## config.mk

```make
export PLATFORM = sky130hd
export DESIGN_NAME = seq_alu
export DESIGN_NICKNAME = d
export VERILOG_FILES = /design/src/rtl/seq_alu.sv
export SDC_FILE = /design/constraint.sdc
export NUM_CORES = 1
export LEC_CHECK = 0
export ABC_AREA = 1
export CAP_MARGIN = 20
export CORE_ASPECT_RATIO = 1.2
export CORE_MARGIN = 10
export CORE_UTILIZATION = 35
export CTS_CLUSTER_DIAMETER = 50
export DETAILED_ROUTE_END_ITERATION = 8
export GPL_TIMING_DRIVEN = 1
export HOLD_SLACK_MARGIN = 0.03
export MAX_ROUTING_LAYER = met4
export SLEW_MARGIN = 10
export SYNTH_ARGS = -nofsm -noshare
export SYNTH_HDL_FRONTEND = slang
export SYNTH_SLANG_ARGS = --single-unit
```

## constraint.sdc

```tcl
create_clock -name clk -period 2.5 [get_ports clk]
set_input_delay 0.5 -clock clk [delete_from_list [all_inputs] [get_ports clk]]
set_output_delay 0.5 -clock clk [all_outputs]
set_load 0.005 [all_outputs]
```

## src/rtl/seq_alu.sv

```systemverilog
// Sequential ALU with valid/ready handshakes on both sides and registered result/flags.
// Define SEQ_ALU_MUL_EN to build the WIDTH-cycle shift-add multiplier for opcode 8.
module seq_alu #(
    parameter int WIDTH = 32
) (
    input  logic             clk,
    input  logic             reset,
    input  logic             in_valid,
    output logic             in_ready,
    input  logic [WIDTH-1:0] operandA,
    input  logic [WIDTH-1:0] operandB,
    input  logic [3:0]       command,
    output logic             out_valid,
    input  logic             out_ready,
    output logic [WIDTH-1:0] result,
    output logic             carryout,
    output logic             zero,
    output logic             overflow,
    output logic [1:0]       dbg_state
);

    typedef enum logic [1:0] {
        IDLE = 2'd0,
        BUSY = 2'd1,
        DONE = 2'd2
    } state_t;

    state_t state;

    // Handshake: a transfer happens on a rising edge where valid and ready are both 1.
    // in_ready may depend combinationally on out_ready so a new request can replace
    // the held result on the same edge it is consumed.
    logic accept;
    assign in_ready  = (state == IDLE) || ((state == DONE) && out_ready);
    assign out_valid = (state == DONE);
    assign accept    = in_valid && in_ready;
    assign dbg_state = state;

    logic             sub_op;
    logic [WIDTH-1:0] b_eff;
    logic [WIDTH:0]   sum;
    logic [WIDTH-1:0] alu_res;
    logic             alu_c;
    logic             alu_v;

    assign sub_op = (command == 4'd1);
    assign b_eff  = sub_op ? ~operandB : operandB;
    assign sum    = {1'b0, operandA} + {1'b0, b_eff} + {{WIDTH{1'b0}}, sub_op};

    always_comb begin
        alu_res = '0;
        alu_c   = 1'b0;
        alu_v   = 1'b0;
        case (command)
            4'd0, 4'd1: begin
                alu_res = sum[WIDTH-1:0];
                alu_c   = sum[WIDTH];
                // Operands (after inversion for SUB) agree in sign but the sum does not.
                alu_v   = (operandA[WIDTH-1] == b_eff[WIDTH-1]) &&
                          (sum[WIDTH-1] != operandA[WIDTH-1]);
            end
            4'd2: alu_res = operandA ^ operandB;
            4'd3: alu_res = {{(WIDTH-1){1'b0}}, ($signed(operandA) < $signed(operandB))};
            4'd4: alu_res = operandA & operandB;
            4'd5: alu_res = ~(operandA & operandB);
            4'd6: alu_res = ~(operandA | operandB);
            4'd7: alu_res = operandA | operandB;
            default: alu_res = '0;
        endcase
    end

`ifdef SEQ_ALU_MUL_EN
    localparam int CW = $clog2(WIDTH);

    logic [WIDTH-1:0] mul_a;
    logic [WIDTH-1:0] mul_hi;
    logic [WIDTH-1:0] mul_lo;
    logic [CW-1:0]    mul_cnt;
    logic [WIDTH:0]   mul_sum;
    logic [WIDTH-1:0] mul_lo_next;

    // {mul_hi, mul_lo} starts as {0, B}; each step adds A to the high half when the
    // current multiplier bit is set, then shifts the whole product right by one.
    assign mul_sum     = {1'b0, mul_hi} + (mul_lo[0] ? {1'b0, mul_a} : {(WIDTH+1){1'b0}});
    assign mul_lo_next = {mul_sum[0], mul_lo[WIDTH-1:1]};
`endif

    always_ff @(posedge clk or posedge reset) begin
        if (reset) begin
            state    <= IDLE;
            result   <= '0;
            carryout <= 1'b0;
            zero     <= 1'b0;
            overflow <= 1'b0;
`ifdef SEQ_ALU_MUL_EN
            mul_a    <= '0;
            mul_hi   <= '0;
            mul_lo   <= '0;
            mul_cnt  <= '0;
`endif
        end
`ifdef SEQ_ALU_MUL_EN
        else if (accept && (command == 4'd8)) begin
            state   <= BUSY;
            mul_a   <= operandA;
            mul_hi  <= '0;
            mul_lo  <= operandB;
            mul_cnt <= '0;
        end
`endif
        else if (accept) begin
            state    <= DONE;
            result   <= alu_res;
            carryout <= alu_c;
            zero     <= (alu_res == '0);
            overflow <= alu_v;
        end else begin
            case (state)
                BUSY: begin
`ifdef SEQ_ALU_MUL_EN
                    mul_hi  <= mul_sum[WIDTH:1];
                    mul_lo  <= mul_lo_next;
                    mul_cnt <= mul_cnt + 1'b1;
                    if (mul_cnt == CW'(WIDTH - 1)) begin
                        state    <= DONE;
                        result   <= mul_lo_next;
                        carryout <= 1'b0;
                        zero     <= (mul_lo_next == '0);
                        overflow <= (mul_sum[WIDTH:1] != '0);
                    end
`else
                    state <= IDLE;
`endif
                end
                DONE: begin
                    if (out_ready) state <= IDLE;
                end
                default: state <= IDLE;
            endcase
        end
    end

endmodule

```

# [After elaboration in Yosys (flattened, before gate mapping)]
# Index checks and enable logic that the tools add are counted.
# Widths: inputs -> output; s select.
[totals] regBits=37 latch_bits=0 ramBits=0 mem_bits_ro=0 in_bits=72 output_inout_bits=39 wordCells=40 n_memories=0
[op_classes] addsub=2 multipliers=0 n_div=0 magnitude_cmp=1 eq_ne=11 shift=0 muxes=7 bitwise=6 reduce_logical=8
[op_table] op="$pmux 32 s7" count=1
[op_table] op="$not 32->32" count=3
[op_table] op="$add 32x32->33" count=1
[op_table] op="$add 33x1->33" count=1
[op_table] op="$and 32x32->32" count=1
[op_table] op="$logic_not 32->1" count=1
[op_table] op="$lt 32x32->1" count=1
[op_table] op="$mux 32" count=1
[op_table] op="$or 32x32->32" count=1
[op_table] op="$xor 32x32->32" count=1
[op_table] op="$eq 4x3->1 const B" count=4
[op_table] op="$eq 4x2->1 const B" count=2
[op_table] op="$mux 2" count=3
[op_table] op="$eq 4x1->1 const B" count=1
[op_table] op="$logic_not 4->1" count=1
[op_table] op="$logic_and 1x1->1" count=3
[op_table] op="$ne 3x1->1 const B" count=1
[op_table] op="$eq 2x2->1 const B" count=1
[op_table] op="$logic_not 2->1" count=1
[op_table] op="$mux 1" count=2
[op_table] op="$reduce_or 2->1" count=1
[op_table] op="$eq 1x1->1" count=1
[op_table] op="$logic_or 1x1->1" count=1
[op_table] op="$ne 1x1->1" count=1

# [Longest topological paths before layout]
# Gate-level depths: netlist (run 1).
[logic_depth] word_depth=7 depth_mapped=24 depth_no_buf=23

# [Least setup slack after synthesis (run 1)]
# Ideal clock, no wire load.
[synth_path] path_kind="input to register" start="input port command[2]" end="register zero" setup_time_ps=78 arrival_ps=2981 required_ps=2422 slack_ps=-559 cell_stages=19 n_path_buf=1 path_cell_list="nor2_2 nand2_1 buf_1 xor2_1 ha_1 nand2_1 inv_1 a21oi_2 nor2_1 nor2_1 nand2_1 nand2_1 o21ai_0 or2_0 nand2_1 nand2_1 nor2_1 nand3_1 o21bai_1"
[synth_between] elab_chain_len=6 elab_cells_between_ends=14 classes_between="2 x add/sub; 7 x eq/ne; 2 x mux; 3 x reduce/logical"
[synth_rtl] item="start: declaration" line="12" text="input logic [3:0] command,"
[synth_rtl] item="$eq 4x1->1" line="46, 54"
[synth_rtl] item="$mux 32" line="47" text="assign b_eff = sub_op ? ~operandB : operandB;"
[synth_rtl] item="$add 32x32->33" line="48" text="assign sum = {1'b0, operandA} + {1'b0, b_eff} + {{WIDTH{1'b0}}, sub_op};"
[synth_rtl] item="$add 33x1->33" line="48"
[synth_rtl] item="$pmux 32 s7 *" line="54" text="case (command)"
[synth_rtl] item="$logic_not 32->1 *" line="115" text="zero <= (alu_res == '0);"
[synth_rtl] item="end signal: assignment" line="115"
[synth_rtl] item="end: declaration" line="17" text="output logic zero,"
# Mark *: on every way between the ends. The rest lies on a longest branch, timed or not.
# A chain may end at the register's enable or synchronous reset.

# [Final worst setup path (run 1)]
[layout_path] start="input port command[0]" end="register zero"
# Same word-level chain as after synthesis.

==> metrics.txt, run 1 <==
CP Max Fanout=6; Crit path largest cell delay=0.31 ns; unrepaired setup endpoints after global routing=yes; Worst-Margin Slew=0.703 ns; Startpoint Class=primary input; Skew-Pair Late Insertion Delay=0.31 ns; Post-CTS Hold Fix Bufs=0; WS Path Type=in -> reg; clock root cell=clkbuf_16; Port Buf Inserts=109; main combinational cell family by area after synthesis=simple AND/OR/NAND/NOR gates; Crit path buffers/inverters=5; Placer Congestion=0.940; NumNets Final=1813; die area=26800 um^2; crit end category=flop; drt total wl=30300 um; Vias/cell=4.95; Hold Slack=0.479 ns; FF-to-FF path depth=13; NetSw=0.00180 W; PwrDens=329 nW/um^2; largest net degree at the start of global routing=46; Main synth FF type=dfrtp_1; mux share of post-synthesis cell area=0.139%; DRC Markers=0; Final period util=121%; vias in the first global route=8850; Routed Antenna Nets=0; global route overflow=0; total number of vias=9267; Internal=0.00250 W; Worst Setup SP=command[0]; Initial Util=35.6%; share of synthesized flip-flops with an asynchronous set or reset=100%; share of layout cells above drive strength 1=41.1%; Mapped Cells=1158; Reg2Reg Setup Slack=0.60 ns; global-route wire length before repair=44500 um; top-level port count=111; syn_nets=1365; Pleak=6.75 nW; CTS H-tree lvls=2; clock slew at reported path FFs=0.07 ns; maxcap violations=0; area of the core=20300 um^2; VDD IR max=273 uV; Yosys reg bits=36; n_diodes=0; Worst Setup Slack, final=-0.521 ns; fin. max-slew vios=0; Initial DRT Pass Iterations=4; Die Wd=151 um; HP Class=reg -> reg; clock share of power=16.1%; WP data arrival=3.26 ns; fin util=64.5%; CTS tree=done; Distinct cells, synth=46; adder-cell share of the synthesized area=23.5%; Seq/Total Area, Yosys=12.5%; status=finished with violations; crit-path cells=buf_8 > inv_6 > nor2_4 > nand2_8 > buf_12 > xor2_4 > ha_1 > nand2_1 > nand2_2 > a21oi_4 > buf_4 > nand3_4 > buf_6 > or2_4 > nand3_4 > nand3_1 > nor2_1 > nand4_1 > nor2_4 > nand3_2 > o21bai_1; Required @ worst endpoint=2.74 ns; CP Depth=21; Post-DP HPWL=23500 um; Seq pwr share=16.9%; starting DRC count in detailed routing=458; post-synthesis xor/xnor area fraction=3.89%; Fillers=1784; die height=177 um; Compound-Gate Fraction of Synth Area=15.0%; final count of hold timing violations=0; TritonCTS Buffers=5; Slowest-stage cell, CP=ha_1; max_slew headroom=52.9%; crit-path leading delay family=simple AND/OR/NAND/NOR gates; fin crit period=3.02 ns; Logic pwr share=67.0%; CTS Buffer Depth=2; fmax=0.331 GHz; site row count=57; CTS Sinks=36; number of synthesized flops with an enable pin=0; area delta synth->final=81.2%; final setup vio count=26; post-synthesis cell area=7210 um^2; Final Skew=0.0148 ns; Critical Path End=zero$_DFFE_PP0P_; failing checks=setup timing; initial antenna violation count=0; reg-to-reg endpoint=zero$_DFFE_PP0P_; simple-gate share of the synthesized area=33.2%; gr usage total=21.6%; DR WL/cell=16.2 um; YS warnings=0; r2r startpoint=dbg_state[1]$_DFFE_PP0P_; Syn Area/Cell=6.23 um^2; Sw Ratio=41.9%
==> registers in the layout (all words and copies together), names as in the netlist <==
signal / flops
overflow: 1
carryout: 1
dbg_state: 1
zero: 1
result: 32
==> area by class of cell <==
type | instances | area, um^2 | area share, %
clock inverter | 3 | 23.8 | 0.182
clock buffer | 5 | 125 | 0.958
multi-input combinational | 912 | 6860 | 52.5
sequential | 36 | 901 | 6.90
tap | 265 | 332 | 2.54
timing repair buffer | 467 | 4130 | 31.6
inverter | 184 | 698 | 5.34
==> placed cells by master (no fill, tap or decap), types with 10 or more instances in the layout <==
cell	netlist	routed
nand3b_1	14	14
clkdlybuf4s50_1	0	66
dfrtp_1	36	36
o21ai_0	59	39
inv_2	5	35
nand2_2	8	60
o21ai_1	1	12
xor2_2	0	10
buf_6	4	43
ha_1	134	119
dlymetal6s2s_1	0	22
dlygate4sd2_1	0	17
a21oi_1	45	18
ha_4	0	15
nand2_1	284	216
nor2_4	1	17
nand2_4	2	17
buf_4	3	306
a211oi_1	19	19
nand3_1	69	36
nand4_1	12	12
a31oi_1	21	15
nor2_1	142	100
xor2_1	31	17
inv_1	179	147
nand3_2	3	32
nor2_2	2	28
a21oi_2	1	19
==> metal layers <==
| layer | wire length, um | vias up | global-route usage, % |
|---|---|---|---|
| li1 | - | 4635 | - |
| met1 | 12400 | 4339 | 24.4 |
| met2 | 15500 | 224 | 37.5 |
| met3 | 1190 | 69 | 2.46 |
| met4 | 1270 | 0 | 8.96 |
| met5 | 0 | - | - |
==> power groups by stage <==
stage | Clock [W] | Sequential (W) | Combinational (W)
finish | 0.000691 | 0.000725 | 0.00288
global placement | 0 | 0.000733 | 0.00222
detailed placement | 0 | 0.000736 | 0.00224
global route | 0.000719 | 0.000736 | 0.00311
CTS | 0.000704 | 0.000726 | 0.00250
floorplan | 0 | 0.000735 | 0.00101
==> cells in the mapped netlist (3+ instances only) <==
| master | number | share of area, % |
|---|---|---|
| a211oi_1 | 19 | 2.0 |
| a21o_1 | 4 | 0.42 |
| a21oi_1 | 45 | 3.1 |
| a31oi_1 | 21 | 1.8 |
| buf_1 | 6 | 0.31 |
| buf_2 | 10 | 0.69 |
| buf_4 | 3 | 0.31 |
| buf_6 | 4 | 0.62 |
| clkbuf_1 | 3 | 0.16 |
| dfrtp_1 | 36 | 12 |
| ha_1 | 134 | 23 |
| inv_1 | 179 | 9.3 |
| inv_2 | 5 | 0.26 |
| nand2_1 | 284 | 15 |
| nand2_2 | 8 | 0.69 |
| nand3_1 | 69 | 4.8 |
| nand3_2 | 3 | 0.42 |
| nand3b_1 | 14 | 1.5 |
| nand4_1 | 12 | 1.0 |
| nor2_1 | 142 | 7.4 |
| nor3_1 | 13 | 0.90 |
| o211ai_1 | 4 | 0.42 |
| o21a_1 | 4 | 0.42 |
| o21ai_0 | 59 | 4.1 |
| o21bai_1 | 8 | 0.83 |
| o221ai_1 | 7 | 0.85 |
| or2_2 | 6 | 0.52 |
| xor2_1 | 31 | 3.8 |
==> cells by family after synthesis <==
family	after synthesis
simple gates	562
buf+inv	210
compound gates	181
fa+ha+maj	135
flops	36
xor+xnor	32
other cells	1
mux	1
==> repair_timing <==
item	4_1_cts	5_1_grt
pin swaps	50	118
setup endpoints to repair	35	31
resized for setup	195	245
endpoints found under the hold margin	0	0
setup buffers	33	22
gates cloned	1	1
==> tightest hold or removal path, cell delays in order, from the launching register on <==
cell     delay [ns]
dfrtp_1        0.35
nand2_1        0.05
nand2_1        0.05
==> per-stage QoR <==
step	setup TNS (ns)	total power (W)	area [um^2]	worst slack, ns	std cells
after floorplan	-0.314	0.00174	7300	-0.242	1158
after global placement	-34.92	0.00296	10900	-1.67	1812
after detailed placement	-35.46	0.00297	10900	-1.70	1812
after CTS	-4.60	0.00393	11900	-0.504	1853
after global routing	-9.04	0.00456	13100	-0.673	1872
final	-5.91	0.00430	13100	-0.521	1872
==> worst min-delay path by stage <==
stage,startpoint,endpoint,slack (ns),depth (start not counted)
floorplan,result[23]$_DFFE_PP0P_,result[23]$_DFFE_PP0P_,0.47,2
global placement,result[19]$_DFFE_PP0P_,result[19]$_DFFE_PP0P_,0.46,2
detailed placement,result[19]$_DFFE_PP0P_,result[19]$_DFFE_PP0P_,0.47,2
CTS,result[19]$_DFFE_PP0P_,result[19]$_DFFE_PP0P_,0.48,2
global route,result[19]$_DFFE_PP0P_,result[19]$_DFFE_PP0P_,0.49,2
finish,result[19]$_DFFE_PP0P_,result[19]$_DFFE_PP0P_,0.48,2
Power figures use the tool's default switching activity.
==> run 2: changes to the inputs <==
--- a/config.mk
+++ b/config.mk
@@ -6,7 +6,7 @@
 export NUM_CORES = 1
 export LEC_CHECK = 0
 export ABC_AREA = 1
-export CAP_MARGIN = 20
+export CAP_MARGIN = 25
 export CORE_ASPECT_RATIO = 1.2
 export CORE_MARGIN = 10
 export CORE_UTILIZATION = 35
==> results of run 2 <==
The final DEF is identical to that of run 1; final timing and power are the same.
